==> config.mk <==
export PLATFORM = sky130hd
export DESIGN_NAME = load_store_unit
export DESIGN_NICKNAME = d
export VERILOG_FILES = /design/src/rtl/lsu_pkg.sv /design/src/rtl/lsu_lane_align.sv /design/src/rtl/load_store_unit.sv
export SDC_FILE = /design/constraint.sdc
export NUM_CORES = 1
export LEC_CHECK = 0
export CAP_MARGIN = 20
export CORE_ASPECT_RATIO = 1.2
export CORE_MARGIN = 4
export CORE_UTILIZATION = 49
export DETAILED_ROUTE_END_ITERATION = 16
export PLACE_DENSITY = 0.82
export SYNTH_ARGS = -nofsm -noshare
export SYNTH_HDL_FRONTEND = slang
export SYNTH_SLANG_ARGS = --single-unit
==> constraint.sdc <==
create_clock -name clk -period 2.4 [get_ports clk]
set_clock_uncertainty 0.1 [all_clocks]
set_input_delay 0.36 -clock clk [delete_from_list [all_inputs] [get_ports clk]]
set_output_delay 0.36 -clock clk [all_outputs]
set_load 0.01 [all_outputs]
==> src/rtl/lsu_pkg.sv <==
// lsu_pkg: funct3 codes, error codes and FSM state encoding for the load/store unit
package lsu_pkg;
  localparam logic [2:0] F3_B  = 3'b000;
  localparam logic [2:0] F3_H  = 3'b001;
  localparam logic [2:0] F3_W  = 3'b010;
  localparam logic [2:0] F3_BU = 3'b100;
  localparam logic [2:0] F3_HU = 3'b101;
  localparam logic [1:0] ERR_MISALIGN = 2'b01;
  localparam logic [1:0] ERR_ILLEGAL  = 2'b10;
  typedef enum logic [1:0] {IDLE, RD, WR, RESP} state_t;
endpackage

==> src/rtl/lsu_lane_align.sv <==
// lsu_lane_align: little-endian sub-word load extract/extend and store byte/halfword merge
module lsu_lane_align import lsu_pkg::*; (
  input  logic [2:0]  funct3,
  input  logic [1:0]  lane,
  input  logic [31:0] word,
  input  logic [15:0] wdata,
  output logic [31:0] load_data,
  output logic [31:0] merged
);
  logic [7:0]  b;
  logic [15:0] h;
  logic [31:0] m;
  logic [31:0] rep;
  always_comb begin
    b = word[{lane, 3'b000} +: 8];
    h = lane[1] ? word[31:16] : word[15:0];
    m = funct3[0] ? (lane[1] ? 32'hFFFF_0000 : 32'h0000_FFFF) : 32'hFF << {lane, 3'b000};
    rep = funct3[0] ? {2{wdata}} : {4{wdata[7:0]}};
    load_data = funct3 == F3_B  ? {{24{b[7]}}, b} :
                funct3 == F3_BU ? {24'b0, b} :
                funct3 == F3_H  ? {{16{h[15]}}, h} :
                funct3 == F3_HU ? {16'b0, h} : word;
    merged = (word & ~m) | (rep & m);
  end
endmodule

==> src/rtl/load_store_unit.sv <==
// load_store_unit: RV32I load/store sequencer over a word-only memory; LSU_MISALIGN_TRAP_EN enables misalignment faults
module load_store_unit import lsu_pkg::*; #(
  parameter int RESP_ERR_CODE_W = 2
) (
  input  logic                       clk,
  input  logic                       rst,
  input  logic                       req_valid,
  output logic                       req_ready,
  input  logic                       req_we,
  input  logic [2:0]                 req_funct3,
  input  logic [31:0]                req_addr,
  input  logic [31:0]                req_wdata,
  output logic                       resp_valid,
  output logic [31:0]                resp_rdata,
  output logic                       resp_err,
  output logic [RESP_ERR_CODE_W-1:0] resp_err_code,
  output logic                       mem_read,
  output logic                       mem_write,
  output logic [31:0]                mem_address,
  output logic [31:0]                mem_write_data,
  input  logic [31:0]                mem_read_data
);
  state_t state, nxt;
  logic we_q, err_q, accept, legal, fault;
  logic [2:0] f3_q;
  logic [31:0] addr_q, wdata_q, merge_q, rdata_q, eaddr, load_data, merged;
  logic [RESP_ERR_CODE_W-1:0] code_q, code;
`ifdef LSU_MISALIGN_TRAP_EN
  logic mis;
`endif
  always_comb begin
    accept = req_valid && state == IDLE;
    legal = req_funct3 == F3_B || req_funct3 == F3_H || req_funct3 == F3_W ||
            (!req_we && (req_funct3 == F3_BU || req_funct3 == F3_HU));
`ifdef LSU_MISALIGN_TRAP_EN
    mis = (req_funct3[1:0] == 2'b01 && req_addr[0]) || (req_funct3[1:0] == 2'b10 && req_addr[1:0] != 2'b00);
    fault = !legal || mis;
    code = !legal ? RESP_ERR_CODE_W'(ERR_ILLEGAL) : RESP_ERR_CODE_W'(ERR_MISALIGN);
    eaddr = req_addr;
`else
    fault = !legal;
    code = RESP_ERR_CODE_W'(ERR_ILLEGAL);
    eaddr = {req_addr[31:2], req_addr[1] & !req_funct3[1], req_addr[0] & !(req_funct3[1] | req_funct3[0])};
`endif
    nxt = state == IDLE ? (accept ? (fault ? RESP : (req_we && req_funct3 == F3_W) ? WR : RD) : IDLE) :
          state == RD   ? (we_q ? WR : RESP) :
          state == WR   ? RESP : IDLE;
    req_ready = state == IDLE;
    resp_valid = state == RESP;
    mem_read = state == RD && !rst;
    mem_write = state == WR && !rst;
    mem_address = (state == RD || state == WR) ? {addr_q[31:2], 2'b00} : 32'b0;
    mem_write_data = state == WR ? (f3_q == F3_W ? wdata_q : merged) : 32'b0;
    resp_rdata = rdata_q;
    resp_err = err_q;
    resp_err_code = code_q;
  end
  // stores merge against the captured old word, so read data never reaches an output combinationally
  lsu_lane_align u_align (
    .funct3    (f3_q),
    .lane      (addr_q[1:0]),
    .word      (we_q ? merge_q : mem_read_data),
    .wdata     (wdata_q[15:0]),
    .load_data (load_data),
    .merged    (merged)
  );
  always_ff @(posedge clk) begin
    if (rst) begin
      state <= IDLE;
      we_q <= 1'b0;
      f3_q <= 3'b0;
      addr_q <= 32'b0;
      wdata_q <= 32'b0;
      merge_q <= 32'b0;
      rdata_q <= 32'b0;
      err_q <= 1'b0;
      code_q <= '0;
    end else begin
      state <= nxt;
      if (accept) begin
        we_q <= req_we;
        f3_q <= req_funct3;
        addr_q <= eaddr;
        wdata_q <= req_wdata;
        rdata_q <= 32'b0;
        err_q <= fault;
        code_q <= fault ? code : '0;
      end
      if (state == RD) begin
        if (we_q) merge_q <= mem_read_data;
        else rdata_q <= load_data;
      end
    end
  end
endmodule
# Word-level counts from Yosys, hierarchy flattened

Cells that the tools add are included.

Equality and inequality tests: 11
Shift-type cells: 2
Mux-type cells: 23
Bitwise gates (word level): 7
Reductions and logical operators: 19

Operator list:

| operator               | number |
|---|---|
| $mux W32               | 14 |
| $and A32 B32 Y32       | 2 |
| $not A32 Y32           | 1 |
| $or A32 B32 Y32        | 1 |
| $shiftx A32 B6 Y8      | 1 |
| $shl A8 B5 Y32 const A | 1 |
| $mux W16               | 1 |
| $mux W2                | 7 |
| $eq A3 B3 Y1 const B   | 4 |
| $eq A3 B1 Y1 const B   | 2 |
| $eq A3 B2 Y1 const B   | 2 |
| $logic_not A3 Y1       | 2 |
| $logic_and A1 B1 Y1    | 5 |
| $logic_not A1 Y1       | 5 |
| $logic_or A1 B1 Y1     | 5 |
| $eq A2 B2 Y1 const B   | 2 |
| $and A1 B1 Y1          | 2 |
| $eq A2 B1 Y1 const B   | 1 |
| $logic_not A2 Y1       | 1 |
| $reduce_and A2 Y1      | 1 |
| $mux W1                | 1 |
| $or A1 B1 Y1           | 1 |

Register bits after elaboration: 137
Input port bits: 103
Output and inout bits: 103
Word-level logic and storage cells: 71

# Longest topological paths before layout

Depth after elaboration: 8
Depth in mapped cells: 8
Gate-level depth less buffers: 6

# By module

From an unflattened synthesis, not the netlist that was laid out.

Cells, all modules: 980
Area, all modules: 7255.7 µm²

Modules (own cells, without submodules):

| module          | instances | cells an instance | area each (µm²) |
|---|---|---|---|
| load_store_unit | 1         | 791               | 6020.8 |
| lsu_lane_align  | 1         | 189               | 1234.9 |

# Worst setup path before layout

No wires, ideal clock.

Kind: register -> output
Start point: register f3_q[0]
End point: output mem_write_data[15]
Arrival: 1496 ps
Required time: 1940 ps
Path slack: 444 ps
Cell stages (with the launch flop): 8
Path buffers: 3
Cell sequence: dfxtp_1 > buf_6 > buf_4 > nor2_1 > nand2_1 > buf_2 > o211ai_1 > a21boi_0

Cells in the longest elaborated chain, start to end: 6

RTL lines:

| element                  | RTL line              | text |
|---|---|---|
| start: declaration       | load_store_unit.sv:25 | `logic [2:0] f3_q;` |
| start signal: assignment | load_store_unit.sv:82 | `f3_q <= req_funct3;` |
| $mux W32                 | lsu_lane_align.sv:17  | `m = funct3[0] ? (lane[1] ? 32'hFFFF_0000 : 32'h0000_FFFF) : 32'hFF << {lane, 3'b000};` |
| $not A32 Y32             | lsu_lane_align.sv:23  | `merged = (word & ~m) \| (rep & m);` |
| $and A32 B32 Y32         | lsu_lane_align.sv:23  |  |
| $or A32 B32 Y32          | lsu_lane_align.sv:23  |  |
| $mux W32 * (2 in series) | load_store_unit.sv:53 | `mem_write_data = state == WR ? (f3_q == F3_W ? wdata_q : merged) : 32'b0;` |
| end: declaration         | load_store_unit.sv:20 | `output logic [31:0] mem_write_data,` |

Every way passes the cells marked *; elsewhere a longest branch is shown, timed or not.

# Worst setup path after layout

Start point: register we_q
End point: output mem_write_data[22]

Cells in the longest elaborated chain, start to end: 5

RTL lines:

| element                  | RTL line              | text |
|---|---|---|
| start: declaration       | load_store_unit.sv:24 | `logic we_q, err_q, accept, legal, fault;` |
| start signal: assignment | load_store_unit.sv:81 | `we_q <= req_we;` |
| $mux W32                 | load_store_unit.sv:62 | `.word (we_q ? merge_q : mem_read_data),` |
| $and A32 B32 Y32         | lsu_lane_align.sv:23  |  |
| $or A32 B32 Y32          | lsu_lane_align.sv:23  |  |
| $mux W32 (2 in series)   | load_store_unit.sv:53 |  |

Every way passes these cells.

==> results.md <==
* GR Layer Usage met3 at ~7%
* Critical Path Max Stage Delay at between 0.4 and 0.5 ns
* Nets at around 1,200
* CP Capture Type: output port
* Pre-CTS setup slack at -0.142 ns
* Hold Worst Slack at about 0.13 ns
* Wirelength per Cell at 18.8 µm
* Internal Power at approximately 5.0 mW
* CTS root buf: clkbuf_16
* Post-synth EDFFs at 0
* Core area at around 14,000 µm²
* Peak supply drop at between 0.3 and 0.4 mV
* Reg power frac at between 30 and 40%
* DRC Markers at 0
* Combinational power share at about a quarter
* Mapped Avg Cell Area at 8.18 µm²
* Area after DPL at 9820 µm²
* Buffers & Inverters on Critical Path at 3
* Initial DRC count at approximately 800
* Cell leakage power at 4.25 nW
* Post-route cell area at 10,700 µm²
* Area grow syn2layout at 47.7%
* Min cycle time layout at about 2.4 ns
* Worst-margin pin slew at approximately 0.86 ns
* Met2 GRT Util at around 49%
* GPL Wtd Cong at between 0.9 and 1
* Syn. warnings at 0
* RSZ-0062 raised after global routing: true
* Max-cap violations at 0
* Status: complete, but fails checks
* Most Used Layer, Global Route: met2
* Top-count cell post-synth: nand2_1
* Top Ports at between 200 and 250
* CP arrival at 1.94 ns
* Failing checks: negative setup slack
* Cell area after synthesis at between 7000 and 8000 µm²
* Synth area leaders: dfxtp_1 (37%), nand2_1 (13%), a21oi_1 (9.5%)
* Vias in the first global route at about 7,300
* Synth Register Bits at roughly 140
* First-pass GRT wire length at approximately 38 mm
* Worst-Skew Late Latency at between 0.4 and 0.5 ns
* CP Max Fanout at 11
* Multi-input logic area at 4260 µm²
* Max Root-Sink Buffers at 2
* Met1 usage at 32.3%
* Sw Pwr at between 1.5 and 2 mW
* Share of layout cells above drive strength 1 at between 20% and 30%
* Setup slack after layout at -0.00286 ns
* Pre-antenna DRT Iters at 6
* Max Freq at roughly 420 MHz
* Die Y at approximately 140 µm
* CTS Sinks at about 140
* Clock-pin slew on the worst setup and hold paths at ~0.060 ns
* Vias at approximately 7,600
* Placed insts at 1,281
* Synth Instances at between 800 and 900
* Crit-path slowest cell: dfxtp_4
* Hold Crit Class: in2reg
* Pwr Density at ~650 nW/µm²
* Setup TNS at -0.00286 ns
* Post-layout util at between 70% and 80%
* Final period utilization at 100%
* Power, Total at between 6 and 7 mW
* Startpoint types: register
* Clock Power Share at 38.9%
* Post-synth top area cell: dfxtp_1
* Width of the die at between 100 and 150 µm
* Initial Utilization at about 50%
* Post-route ant nets at 0
* Critical path cell sequence: buf_12, buf_6, mux2_4, o211ai_1, a21boi_1, buf_2
* Synth top cells by count: nand2_1 (260), a21oi_1 (138), dfxtp_1 (135)
* Setup violators final at 1
* Most used DFF post-synth: dfxtp_1
* Area fraction of the dominant cell type after synthesis at between 30 and 40%
* Sequential element share of the synthesized area at between 30% and 40%
* Final Max Slew Viols at 0
* Sw frac at between 20% and 30%
* Layout Cells excl Fill at approximately 1,300
* GR Overflow Total at 0
* CTS tree: done
* Hold_buf cts at 0
* Initial antenna violation count at 0
* Max_slew headroom at a little over two fifths
* Port Buffers at ~200
* Placement row count at 48
* Largest net degree at the start of global routing at between 70 and 80
* Fillers at between 1,000 and 1,500
* Register Area at around 2700 µm²
* Critical path type: reg2out
* Antenna cell count at 0
* Tot GR Track Use at 28.7%
* Critical path data required time at between 1.5 and 2 ns
* Die area at 16,800 µm²
* CTS buffer count at 17
* WL final at 25.2 mm
* Final hold vios at 0
* Vias per cell at around 5.7
* H-tree Lvls at 4
* DPL Wire Length at approximately 17 mm
* Share of flip-flops with an asynchronous set or reset at 0%
* Synth unique cells at between 40 and 50
* Crit path max-delay family: buffers and inverters
final timing paths:
kind	end	slack, ns	startpoint	cells after the start
hold reg to reg	addr_q[26]	0.35	addr_q[26]	2
setup / recovery	mem_write_data[22]	-0.003	we_q	6
setup reg to reg	resp_rdata[1]	0.32	addr_q[1]	5
hold / removal	resp_rdata[9]	0.13	rst	2
cells by family after synthesis:
group	synth area share, %
fa+ha+maj	0.690
buf+inv	5.95
mux	13.8
other cells	0.0517
flops	37.3
simple gates	21.4
compound gates	20.9
flip-flops by register name (all words and copies together) (netlist names):
| name | cells |
|---|---|
| wdata_q | 32 |
| merge_q | 32 |
| f3_q | 3 |
| resp_rdata | 32 |
| we_q | 1 |
| state | 2 |
| resp_err_code | 1 |
| addr_q | 32 |
per-layer routing:
layer / up-vias / share of wire (%)
li1: 3537 / -
met1: 3543 / 36
met2: 430 / 50
met3: 77 / 9.2
met4: 0 / 5.0
met5: - / 0
worst reg2reg max path, cell delays in order (launching register included):
cell and delay [ns]:
dfxtp_2 0.36, buf_4 0.35, mux4_2 0.58, mux2i_1 0.25
nor2_1 0.07, a221o_1 0.25
power by group through the flow:
stage          logic, mW  registers [mW]  clock network (mW)
6_report            1.74            2.50                2.70
3_3_place_gp        1.59            2.53                   0
3_5_place_dp        1.61            2.54                   0
2_1_floorplan      0.847            2.53                   0
5_1_grt             1.86            2.51                2.81
4_1_cts             1.68            2.49                2.72
cell type report:
class                           count  area share, %
Sequential cell                   135           25.3
Clock inverter                      6          0.794
Inverter                            3          0.105
Multi-Input combinational cell    666           39.8
Timing Repair Buffer              303           26.6
Clock buffer                       26           5.04
Tap cell                          200           2.34
repair_timing:
action / in CTS / in global routing
setup endpoints to repair: 63 / 36
pin swaps: 11 / 11
cloned: 1 / 1
gates resized for setup: 135 / 67
buffers inserted: 15 / 9
placed cells by master (no fill, tap or decap), types with 3 or more instances in the layout:
| cell type | instances |
|---|---|
| dfxtp_1 | 130 |
| buf_12 | 12 |
| a21oi_1 | 138 |
| buf_4 | 79 |
| and2_1 | 31 |
| dfxtp_2 | 3 |
| mux2_2 | 8 |
| o211ai_1 | 25 |
| o211a_1 | 8 |
| clkdlybuf4s15_1 | 15 |
| inv_1 | 3 |
| mux2i_1 | 41 |
| nor2b_1 | 10 |
| a311oi_1 | 10 |
| mux2_4 | 10 |
| a21boi_1 | 10 |
| clkdlybuf4s50_1 | 138 |
| a311oi_2 | 15 |
| clkbuf_8 | 8 |
| a221o_1 | 7 |
| mux4_2 | 14 |
| mux2i_2 | 5 |
| clkbuf_2 | 16 |
| nor2_1 | 23 |
| nand2_1 | 258 |
| buf_6 | 8 |
| nand3b_1 | 11 |
| clkbuf_16 | 18 |
| buf_2 | 10 |
| nand2b_1 | 4 |
| conb_1 | 3 |
| a21boi_0 | 6 |
| dlygate4sd2_1 | 21 |
No activity file was read; power rests on OpenSTA's default activity.
